--- src/rtl/serial_sub_pkg.sv ---
// serial_sub_pkg: shared state encoding and default width for the serial subtractor
package serial_sub_pkg;

    typedef enum logic [1:0] {
        IDLE = 2'd0,
        RUN  = 2'd1,
        DONE = 2'd2
    } state_t;

    localparam int DEFAULT_WIDTH = 8;

endpackage

--- src/rtl/half_subtractor.sv ---
// half_subtractor: one-bit difference and borrow, the subtractive twin of the half adder
module half_subtractor (
    input  logic a,
    input  logic b,
    output logic d,
    output logic bo
);

    assign d  = a ^ b;
    assign bo = ~a & b;

endmodule

--- src/rtl/serial_subtractor.sv ---
// serial_subtractor: bit-serial a - b, LSB first, with start/busy/done handshake
module serial_subtractor
    import serial_sub_pkg::*;
#(
    parameter int WIDTH = DEFAULT_WIDTH,
    parameter int CNT_W = $clog2(WIDTH)
) (
    input  logic             clk,
    input  logic             rst,
    input  logic             start,
    input  logic [WIDTH-1:0] a,
    input  logic [WIDTH-1:0] b,
    output logic             busy,
    output logic             done,
    output logic [WIDTH-1:0] diff,
    output logic             borrow_out,
    output logic             overflow
);

    state_t             state, state_next;
    logic [CNT_W-1:0]   cnt;
    logic [WIDTH-1:0]   sh_a, sh_b, sh_d, d_next;
    logic               bff, a_msb, b_msb;
    logic               d1, b1, d, b2, bout;
    logic               accept, last;

    half_subtractor u_hs1 (.a(sh_a[0]), .b(sh_b[0]), .d(d1), .bo(b1));
    half_subtractor u_hs2 (.a(d1), .b(bff), .d(d), .bo(b2));

    assign bout   = b1 | b2;
    assign d_next = {d, sh_d[WIDTH-1:1]};
    assign last   = cnt == CNT_W'(WIDTH - 1);
    assign accept = start && (state == IDLE || state == DONE);

    // State register
    always_ff @(posedge clk) begin
        if (rst)
            state <= IDLE;
        else
            state <= state_next;
    end

    // Next state: accept from IDLE or DONE, run WIDTH bit steps, then one DONE cycle
    always_comb begin
        state_next = state == IDLE ? (start ? RUN : IDLE) :
                     state == RUN  ? (last ? DONE : RUN) :
                     state == DONE ? (start ? RUN : IDLE) : IDLE;
    end

    // Handshake outputs decoded from the registered state only
    always_comb begin
        busy = state == RUN;
        done = state == DONE;
    end

    // Operand capture, per-bit shift datapath and result registers held until next completion
    always_ff @(posedge clk) begin
        if (rst) begin
            sh_a       <= '0;
            sh_b       <= '0;
            sh_d       <= '0;
            bff        <= 1'b0;
            cnt        <= '0;
            a_msb      <= 1'b0;
            b_msb      <= 1'b0;
            diff       <= '0;
            borrow_out <= 1'b0;
            overflow   <= 1'b0;
        end else if (accept) begin
            sh_a  <= a;
            sh_b  <= b;
            sh_d  <= '0;
            bff   <= 1'b0;
            cnt   <= '0;
            a_msb <= a[WIDTH-1];
            b_msb <= b[WIDTH-1];
        end else if (state == RUN) begin
            sh_a <= sh_a >> 1;
            sh_b <= sh_b >> 1;
            sh_d <= d_next;
            bff  <= bout;
            cnt  <= cnt + CNT_W'(1);
            if (last) begin
                diff       <= d_next;
                borrow_out <= bout;
                overflow   <= (a_msb != b_msb) & (d != a_msb);
            end
        end
    end

endmodule
--- config.mk ---
export PLATFORM = sky130hd
export DESIGN_NAME = serial_subtractor
export DESIGN_NICKNAME = d
export VERILOG_FILES = /design/src/rtl/serial_sub_pkg.sv /design/src/rtl/half_subtractor.sv /design/src/rtl/serial_subtractor.sv
export SDC_FILE = /design/constraint.sdc
export NUM_CORES = 1
export LEC_CHECK = 0
export CORE_ASPECT_RATIO = 0.8
export CORE_MARGIN = 8
export CORE_UTILIZATION = 54
export DETAILED_ROUTE_END_ITERATION = 10
export GPL_ROUTABILITY_DRIVEN = 0
export GPL_TIMING_DRIVEN = 0
export MAX_ROUTING_LAYER = met4
export PLACE_DENSITY = 0.86
export SLEW_MARGIN = 20
export SYNTH_ARGS = -nofsm -noshare
export SYNTH_HDL_FRONTEND = slang
export SYNTH_SLANG_ARGS = --single-unit
--- constraint.sdc ---
create_clock -name clk -period 3.8 [get_ports clk]
set_clock_uncertainty 0.2 [all_clocks]
set_input_delay 0.38 -clock clk [delete_from_list [all_inputs] [get_ports clk]]
set_output_delay 0.38 -clock clk [all_outputs]
set_load 0.05 [all_outputs]
==> impl_metrics.csv <==
group,metric,value,unit
clocking,clock_path_buffers,2,
grt,grt_antenna_before_repair,0,
grt,grt_pass1_wl,6.410,mm
grt,grt_max_degree,13,
setup_path,crit_path_frequent_cell,"buf_6",
power_and_ir_drop,p_leak,0.7274,nW
synthesis,yosysWarnings,0,
setup_path,endpoint_kind,"output port",
setup_path,path_cells,"nand2b_1, buf_6, inv_6, buf_6, clkdlybuf4s50_1",
grt,grt_pass1_vias,1417,
floorplan,pin_count,31,
timing,worstMarginPinSlew,0.5080,ns
synthesis,synth_area_leader_cell,"dfxtp_1",
synthesis,synthTopCellsByCount,"42 x nand2_1, 41 x dfxtp_1, 24 x a21oi_1, 17 x nor3_1, 9 x o22ai_1",
synthesis,avgSynthCellArea,8.691,µm²
setup_path,cp_max_fo,10,
cells_and_area,drive_gt1_share,8.929,%
drt,drc,0,
min_path,min_from,"diff[0]$_SDFFE_PP0P_",
synthesis,synth_edf_count,0,
min_path,hold_path.class,"reg -> reg",
setup_path,crit_path_start_kind,"flip-flop",
power_and_ir_drop,p_per_area,417.4,nW/µm²
clocking,cts.sinks,41,
drt,via_per_inst,5.565,
synthesis,yosys.area.top_type_share,50.77,%
timing,rsz0062_at_grt,"false",
setup_path,rr_startpoint,"sh_b[0]$_SDFFE_PP0P_",
floorplan,die-area,5011,µm²
drt,ant_nets,0,
floorplan,placementRows,17,
drt,finalWirelength,3.847,mm
drt,wl_per_cell,14.68,µm
setup_path,cp_slowest_stage_delay,0.81,ns
drt,firstDrtPassIters,4,
clocking,clk_latency,0.29,ns
clocking,htreeDepth,2,
setup_path,worst-path-buf-inv,4,
clocking,ctsHoldBuffers,0,
clocking,cts_made_buffers,5,
cells_and_area,syn_to_final_growth,26.63,%
clocking,clk_pin_slew_worst_paths,0.08,ns
floorplan,die_h,64.94,µm
drt,drt-initial-drc-count,161,
synthesis,synthesis.area,1617,µm²
placed_design,dp_hpwl,2.817,mm
timing,finalCritPeriodShare,68.42,%
drt,via_count,1458,
floorplan,start_util,57.58,%
clocking,cts_root_buffer,"clkbuf_8",
setup_path,required,3.22,ns
floorplan,core-area,2808,µm²
power_and_ir_drop,fin_total_pwr,854.3,µW
timing,maxSlewHeadroom,66.03,%
synthesis,synthArstFlopShare,0,%
timing,finalSetupTns,0,ns
clocking,cts_resized,0,
synthesis,yosysUniqueCellTypes,28,
synthesis,synth_top_flop_cell,"dfxtp_1",
grt,grt_use_total,16.23,%
placed_design,numPortBuffers,30,
job,max_cap_violations,0,
grt,gr-total-overflow,0,
timing,finalMaxSlewViolations,0,
cells_and_area,final_nets,246,
synthesis,yosysMostFrequentCell,"nand2_1",
setup_path,crit_path_start,"state[0]$_SDFF_PP0_",
power_and_ir_drop,peakVddDrop,311.0,µV
setup_path,critical_path_class,"reg -> out",
setup_path,slowest_stage,"clkdlybuf4s50_1",
timing,finalSetupViolCount,0,
status,status,"finished, final reports clean",
cells_and_area,n_antenna_cell,0,
floorplan,fp.dieW,77.17,µm
synthesis,ys_top_cells_by_area,"dfxtp_1 51%, nand2_1 9.8%, a21oi_1 7.4%",
synthesis,synth_nets,209,
timing,final.min_clock_period,2.600,ns
timing,hold_violations,0,
setup_path,arrival,2.02,ns
timing,max_freq,0.3846,GHz
clocking,post-cts-setup-buffers,0,
synthesis,syn_inst,186,
synthesis,ys_ff_latch,41,
synthesis,seq_area_frac_synth,50.77,%
setup_path,cp_top_family,"buffers and inverters",
clocking,tritoncts,"done",
kinds of logic after synthesis:
kind of cell / synth area share (%)
AOI/OAI and AO/OA: 15.64
xor gates and xnor gates: 0.5419
buffers and inverters: 6.424
adders and majority gates: 3.561
DFF: 50.77
and+or+nand+nor: 23.06
power breakdown:
group / total (mW) / leakage [nW] / switching [mW] / internal, mW
registers: 0.462 / 0.334 / 0.0130 / 0.449
logic: 0.118 / 0.348 / 0.0629 / 0.0548
clock network: 0.274 / 0.0450 / 0.147 / 0.127
total: 0.854 / 0.727 / 0.223 / 0.631
metal layers:
layer,part of all wire (%),track usage [%],wire [µm]
met3,6.3,4.959,241
met5,0,-,0
met4,2.1,8.216,81
met2,48,25.60,1862
met1,43,18.36,1662
cells in the final DEF (no fill, tap or decap), types with 4 or more instances in the layout:
cell type        Yosys  final
clkdlybuf4s50_1      0     30
buf_2                4      4
clkbuf_1             3      4
clkbuf_8             0      5
o22ai_1              9      9
nor3_1              17     17
nand3_1              5      5
nor2_1               8      8
nand2_1             42     42
dfxtp_1             41     41
a21oi_1             24     24
area by class of cell:
type / instances / area [µm²]
Inverter: 3 / 16.27
Fill cell: 222 / 760.7
Multi-Input combinational cell: 129 / 691.9
Buffer: 13 / 87.58
Clock inverter: 2 / 10.01
Tap cell: 38 / 47.55
Timing Repair Buffer: 30 / 300.3
Clock buffer: 6 / 72.57
Sequential cell: 41 / 820.8
state kept, by name, summed over array words and instances (netlist names):
signal	cells
diff	8
sh_a	8
sh_b	8
sh_d	7
cnt	3
state	2
a_msb	1
b_msb	1
bff	1
borrow_out	1
overflow	1
worst min-delay path: cells and delay by family (launching register included):
kind | cells | cell delay (ns)
AO/OA/AOI/OAI | 1 | 0.05
flip-flops | 1 | 0.31
AND/OR/NAND/NOR | 1 | 0.05
through the flow:
stage	setup slack, ns	hold slack, ns	utilization [%]	std cells	instance area (µm²)
5_1_grt	1.133	0.2862	72.91	262	2047
3_3_place_gp	1.545	0.2433	69.96	254	1964
2_1_floorplan	2.060	0.2322	-	186	1617
3_5_place_dp	1.529	0.2528	69.96	254	1964
6_report	1.200	0.2601	72.91	262	2047
4_1_cts	1.204	0.2637	72.91	262	2047
worst paths after layout:
path	end	slack, ns	depth (start not counted)
worst min register to register	diff[0]$_SDFFE_PP0P_	0.26	2
worst max register to register	overflow$_SDFFE_PP0P_	1.92	4
worst min-delay path	diff[0]$_SDFFE_PP0P_	0.26	2
worst max-delay path	busy	1.20	5
Power figures use the tool's default switching activity.
